<file path="src/rtl/serial_add_ctrl.sv">
// Bit-serial WIDTH-bit adder: one full-adder cell is reused LSB-first over WIDTH
// cycles, with a carry flop closing the ripple loop between bit steps.
module serial_add_ctrl #(
  parameter int WIDTH = 8
) (
  input  logic             clk,
  input  logic             rst_n,
  input  logic             in_valid,
  output logic             in_ready,
  input  logic [WIDTH-1:0] a,
  input  logic [WIDTH-1:0] b,
  input  logic             c_in,
  output logic             out_valid,
  input  logic             out_ready,
  output logic [WIDTH-1:0] sum,
  output logic             c_out,
  output logic             overflow,
  output logic             busy
);

  localparam int CW = (WIDTH > 1) ? $clog2(WIDTH) : 1;
  localparam logic [CW-1:0] LAST = CW'(WIDTH - 1);

  typedef enum logic [1:0] {
    IDLE,
    RUN,
    DONE
  } state_t;

  state_t           state;
  state_t           state_nxt;
  logic [WIDTH-1:0] a_sh;
  logic [WIDTH-1:0] b_sh;
  logic [WIDTH-1:0] sum_sh;
  logic [WIDTH-1:0] sum_shifted;
  logic             carry;
  logic [CW-1:0]    cnt;
  logic             fa_s;
  logic             fa_co;
  logic             last_bit;

  function automatic logic [1:0] full_adder(input logic x, input logic y, input logic ci);
    full_adder = {(x & y) | (ci & (x ^ y)), x ^ y ^ ci};
  endfunction

  assign {fa_co, fa_s} = full_adder(a_sh[0], b_sh[0], carry);
  assign last_bit      = (cnt == LAST);

  // New sum bits enter at the MSB so that after WIDTH steps bit 0 sits at the LSB.
  generate
    if (WIDTH == 1) begin : g_w1
      assign sum_shifted = fa_s;
    end else begin : g_wn
      assign sum_shifted = {fa_s, sum_sh[WIDTH-1:1]};
    end
  endgenerate

  assign in_ready  = (state == IDLE);
  assign out_valid = (state == DONE);
  assign busy      = (state != IDLE);

  always_ff @(posedge clk or negedge rst_n) begin
    if (!rst_n) begin
      state <= IDLE;
    end else begin
      state <= state_nxt;
    end
  end

  always_comb begin
    state_nxt = state;
    case (state)
      IDLE:    if (in_valid)  state_nxt = RUN;
      RUN:     if (last_bit)  state_nxt = DONE;
      DONE:    if (out_ready) state_nxt = IDLE;
      default: state_nxt = IDLE;
    endcase
  end

  always_ff @(posedge clk or negedge rst_n) begin
    if (!rst_n) begin
      a_sh     <= '0;
      b_sh     <= '0;
      sum_sh   <= '0;
      carry    <= 1'b0;
      cnt      <= '0;
      sum      <= '0;
      c_out    <= 1'b0;
      overflow <= 1'b0;
    end else begin
      case (state)
        IDLE: begin
          if (in_valid) begin
            a_sh  <= a;
            b_sh  <= b;
            carry <= c_in;
            cnt   <= '0;
          end
        end
        RUN: begin
          a_sh   <= a_sh >> 1;
          b_sh   <= b_sh >> 1;
          sum_sh <= sum_shifted;
          carry  <= fa_co;
          // On the MSB step the carry flop holds exactly the carry into the MSB.
          if (last_bit) begin
            sum      <= sum_shifted;
            c_out    <= fa_co;
            overflow <= carry ^ fa_co;
          end else begin
            cnt <= cnt + CW'(1);
          end
        end
        default: ;
      endcase
    end
  end

endmodule

</file>
<file path="config.mk">
export PLATFORM = sky130hd
export DESIGN_NAME = serial_add_ctrl
export DESIGN_NICKNAME = d
export VERILOG_FILES = /design/src/rtl/serial_add_ctrl.sv
export SDC_FILE = /design/constraint.sdc
export NUM_CORES = 1
export LEC_CHECK = 0
export CAP_MARGIN = 20
export CORE_MARGIN = 10
export CORE_UTILIZATION = 46
export CTS_CLUSTER_SIZE = 40
export DETAILED_ROUTE_END_ITERATION = 7
export HOLD_SLACK_MARGIN = 0.06
export PLACE_DENSITY = 0.75
export SYNTH_ARGS = -nofsm -noshare
export SYNTH_HDL_FRONTEND = slang
export SYNTH_SLANG_ARGS = --single-unit
</file>
<file path="constraint.sdc">
create_clock -name clk -period 1.5 [get_ports clk]
set_clock_uncertainty 0.1 [all_clocks]
set_input_delay 0.15 -clock clk [delete_from_list [all_inputs] [get_ports clk]]
set_output_delay 0.15 -clock clk [all_outputs]
set_load 0.01 [all_outputs]
</file>
### After elaboration in Yosys (flattened, before gate mapping)

Cells that the tools add are included.

| cells by class | value |
|---|---|
| $add $sub $neg | 1 |
| eq/ne operators | 7 |
| mux-type cells | 13 |
| bitwise logic cells | 6 |
| reduce and logical (&&, ||, !) cells | 7 |

Operator list:

| operator | count |
|---|---|
| $pmux 8 s2 | 2 |
| $mux 8 | 2 |
| $mux 2 | 3 |
| $mux 3 | 2 |
| $ne 2x2->1 const B | 3 |
| $pmux 2 s3 | 1 |
| $pmux 3 s2 | 1 |
| $reduce_and 3->1 | 2 |
| $reduce_and 2->1 | 2 |
| $reduce_bool 2->1 | 2 |
| $add 3x1->3 const B | 1 |
| $eq 3x3->1 const B | 1 |
| $xor 1x1->1 | 3 |
| $and 1x1->1 | 2 |
| $eq 2x1->1 const B | 1 |
| $eq 2x2->1 const B | 1 |
| $logic_not 2->1 | 1 |
| $ne 2x1->1 const B | 1 |
| $pmux 1 s2 | 1 |
| $mux 1 | 1 |
| $or 1x1->1 | 1 |

| word-level totals | value |
|---|---|
| bits in registers | 40 |
| bits of input ports | 21 |
| logic and storage cells | 43 |

### Depth between registers and ports, before layout

| depth | value |
|---|---|
| depth in word-level cells | 4 |
| gate-level depth with buffers | 6 |
| depth with buffers taken out | 5 |

### Worst setup path before layout

Ideal clock, no wire load.

| timing | value |
|---|---|
| path kind | register -> register |
| start | register cnt[0] |
| end | register c_out |
| arrival | 1393 ps |
| required time | 1275 ps |
| path slack | -118 ps |
| stages on the path, launching flop included | 6 |
| buffers on the path | 1 |
| cell sequence | dfrtp_1 ha_1 ha_1 nand3b_2 buf_6 mux2_4 |

| on the way | value |
|---|---|
| cells in the longest elaborated chain, start to end | 2 |

RTL lines:

| item | RTL line | text |
|---|---|---|
| start, declared | 37 | `logic [CW-1:0] cnt;` |
| start signal, assigned | 111 | `cnt <= cnt + CW'(1);` |
| $eq 3x3->1 | 47 | `assign last_bit = (cnt == LAST);` |
| $reduce_and 2->1 (no source line) | - |  |
| end signal, assigned | 108 | `c_out <= fa_co;` |
| end, declared | 16 | `output logic c_out,` |

No other way between the ends.
A chain may end at the register's enable or synchronous reset.

### Final worst setup path

| timing | value |
|---|---|
| start | register cnt[1] |
| end | register c_out |

The elaborated chain is that of the path after synthesis.

==> flow_metrics.env <==
export IMPL_fin_hold_ws_ns=0.333
export IMPL_worstPathArrival_ns=1.54
export IMPL_final_area_sq_um=2360
export IMPL_die_y_um=81.4
export IMPL_htree_levels=2
export IMPL_crit_path_end_kind="register"
export IMPL_drtAntennaViolNets=0
export IMPL_synth_ff_type="dfrtp_1"
export IMPL_synthCells=140
export IMPL_final_period_utilization_pct=97.6
export IMPL_crit_start="cnt[1]"
export IMPL_setup_tns_ns=0
export IMPL_ys_seq_area_share_pct=56.2
export IMPL_grt_pass1_vias=1414
export IMPL_status="finished clean"
export IMPL_start_util_pct=47.4
export IMPL_cts_sinks=39
export IMPL_slew_violations=0
export IMPL_cap_violations=0
export IMPL_core_sq_um=3660
export IMPL_hpwlAfterDp_um=2850
export IMPL_postPlaceCellArea_sq_um=2200
export IMPL_clock_latency_ns=0.29
export IMPL_drt_wirelength_per_cell_um=16.5
export IMPL_finalSetupViolCount=0
export IMPL_synth_edf_count=0
export IMPL_cts_buffers=5
export IMPL_tightest_slew_ns=0.474
export IMPL_max_freq_mhz=683
export IMPL_drc=0
export IMPL_synth_top_cell_area_share_pct=56.2
export IMPL_worst_path_max_delay_cell="dfrtp_1"
export IMPL_regArea_sq_um=977
export IMPL_slew_headroom_pct=68.1
export IMPL_num_antenna_cells=0
export IMPL_antenna_found_initial=0
export IMPL_rsz0062_at_grt="yes"
export IMPL_path_clk_slew_ns=0.07
export IMPL_io_pins=34
export IMPL_clock_root_buffer="clkbuf_8"
export IMPL_overflow=0
export IMPL_hold_viol_final=0
export IMPL_path_max_fanout=5
export IMPL_max_stage_delay_ns=0.40
export IMPL_syn_num_nets=164
export IMPL_r2r_start="cnt[1]"
export IMPL_die_area_sq_um=6630
export IMPL_leakagePower_nw=1.01
export IMPL_wl_um=3930
export IMPL_drive_above_1_share_pct=29.5
export IMPL_yosysWarnings=0
export IMPL_async_flop_share_pct=100
export IMPL_hp_start="out_ready"
export IMPL_power_density_nw_per_um2=2070
export IMPL_synth_area_sq_um=1740
export IMPL_rows=22
export IMPL_hold_path_class="in2reg"
export IMPL_grt_pass1_wl_um=6550
export IMPL_dieWidth_um=81.4
export IMPL_worstSetupStartpointType="register"
export IMPL_vdd_drop_max_mv=0.955
export IMPL_required_ns=1.58
export IMPL_placed_cells=227
export IMPL_cts_tree="built"
export IMPL_critPathKind="reg2reg"
export IMPL_ys_types=27
export IMPL_setup_ws_ns=0.0358
export IMPL_firstDrtPassIters=4
export IMPL_gp_congestion=0.843
export IMPL_fill_cells=287
export IMPL_avgSynthCellArea_sq_um=12.4
export IMPL_area_growth_pct=36.3
export IMPL_drt_iter0_markers=91
export IMPL_fin_cells=238
export IMPL_synth_top_area_cell="dfrtp_1"
export IMPL_grt_max_degree=40
export IMPL_period_minus_slack_ns=1.46
export IMPL_multi_input_area_sq_um=746
export IMPL_vias_per_cell=5.65
export IMPL_crit_chain="ha_2, ha_4, nand3b_2, mux2_4"
export IMPL_finalNetCount=213
export IMPL_synthTopCellsByArea="dfrtp_1 56%, o22ai_1 8.3%, mux2_4 6.1%"
export IMPL_clk_path_buf_depth=2
export IMPL_synth_seq_cells=39
export IMPL_pre_cts_ws_ns=-0.0427
export IMPL_vias=1344
export IMPL_numPortBuffers=33
export IMPL_grtUsageTotal_pct=12.6
==> registers in the layout, summed over array words and instances, names as in the netlist <==
name and cells:
cnt 3, b_sh 8, overflow 1, sum 8, a_sh 8, state 2
c_out 1, sum_sh 7, carry 1
==> per-layer routing <==
metal / up-vias / track usage (%) / wire length, um
met3: 13 / 5.46 / 343
met4: 0 / 6.06 / 120
met2: 59 / 20.1 / 1840
met5: - / 0 / 0
li1: 630 / - / -
met1: 642 / 14.4 / 1630
==> path summary, 6_finish.rpt <==
| path | slack [ns] | to | cells after the start |
|---|---|---|---|
| worst max-delay path | 0.04 | c_out | 4 |
| worst min-delay path | 0.33 | state[1] | 2 |
| worst max register to register | 0.04 | c_out | 4 |
| worst min register to register | 0.40 | overflow | 2 |
| max in group asynchronous | 0.60 | state[1] | 3 |
| min in group asynchronous | 0.34 | cnt[2] | 3 |
==> power breakdown <==
part / total [mW] / internal, mW / switching, mW
logic: 2.10 / 1.21 / 0.883
clock network: 0.899 / 0.538 / 0.361
registers: 1.90 / 1.55 / 0.351
total: 4.90 / 3.30 / 1.59
==> synthesized netlist by cell type, types with 4 or more instances <==
library cell	count
o22ai_1	23
mux2_2	9
o21ai_0	6
nor2_1	4
mux2_4	7
buf_2	4
a21oi_1	12
nand2b_1	4
buf_4	4
dfrtp_1	39
==> cell type report <==
cell class	count	share of cell area [%]
multi-input cells	90	31.5
repair buffers	50	19.2
clock inverters	2	1.48
clock buffers	6	3.49
inverters	3	0.476
well taps	48	2.54
flip-flops and latches	39	41.3
==> cell usage in the layout, fill, tap and decap left out, types with 2 or more instances in the layout <==
| cell | netlist | final |
|---|---|---|
| nand2_1 | 3 | 3 |
| clkbuf_8 | 0 | 6 |
| dfrtp_1 | 39 | 38 |
| o22ai_1 | 23 | 23 |
| nor2_1 | 4 | 2 |
| o21ai_0 | 6 | 6 |
| clkdlybuf4s50_1 | 0 | 29 |
| inv_1 | 2 | 2 |
| a2bb2oi_1 | 3 | 3 |
| mux2_2 | 9 | 9 |
| nand2b_1 | 4 | 3 |
| nor2_2 | 1 | 2 |
| a21oi_1 | 12 | 12 |
| o221a_2 | 2 | 2 |
| buf_4 | 4 | 15 |
| o2bb2ai_1 | 3 | 2 |
| mux2_4 | 7 | 7 |
| nand3b_1 | 2 | 2 |
==> per-stage QoR <==
stage / utilization (%) / total power, mW
final: 64.6 / 4.90
after global routing: 64.6 / 5.25
after CTS: 63.5 / 4.86
after detailed placement: 60.0 / 3.98
after global placement: 60.0 / 3.84
after floorplan: - / 3.16
==> critical path: cells and delay by family (launching register included) <==
family	cells	cell delay (ns)
flops	1	0.40
fa+ha+maj	2	0.38
mux	1	0.32
simple gates	1	0.17
==> cell families (layout without fill, tap and decap cells) <==
group / Yosys count / count (layout) / synth area share, %
xor+xnor: 1 / 1 / 0.505
simple gates: 17 / 18 / 5.48
compound gates: 52 / 52 / 19.1
buf+inv: 12 / 61 / 4.18
mux: 16 / 16 / 11.9
fa+ha+maj: 3 / 3 / 2.60
flops: 39 / 39 / 56.2
==> what timing repair did <==
action / in CTS / in global routing
hold buffers: 1 / 0
pin swaps: 2 / 4
cloned: 0 / 1
hold endpoints to repair: 39 / 0
resized for setup: 5 / 9
setup buffers: 0 / 1
endpoints found under the setup margin: 6 / 30
No activity file was read; power rests on OpenSTA's default activity.
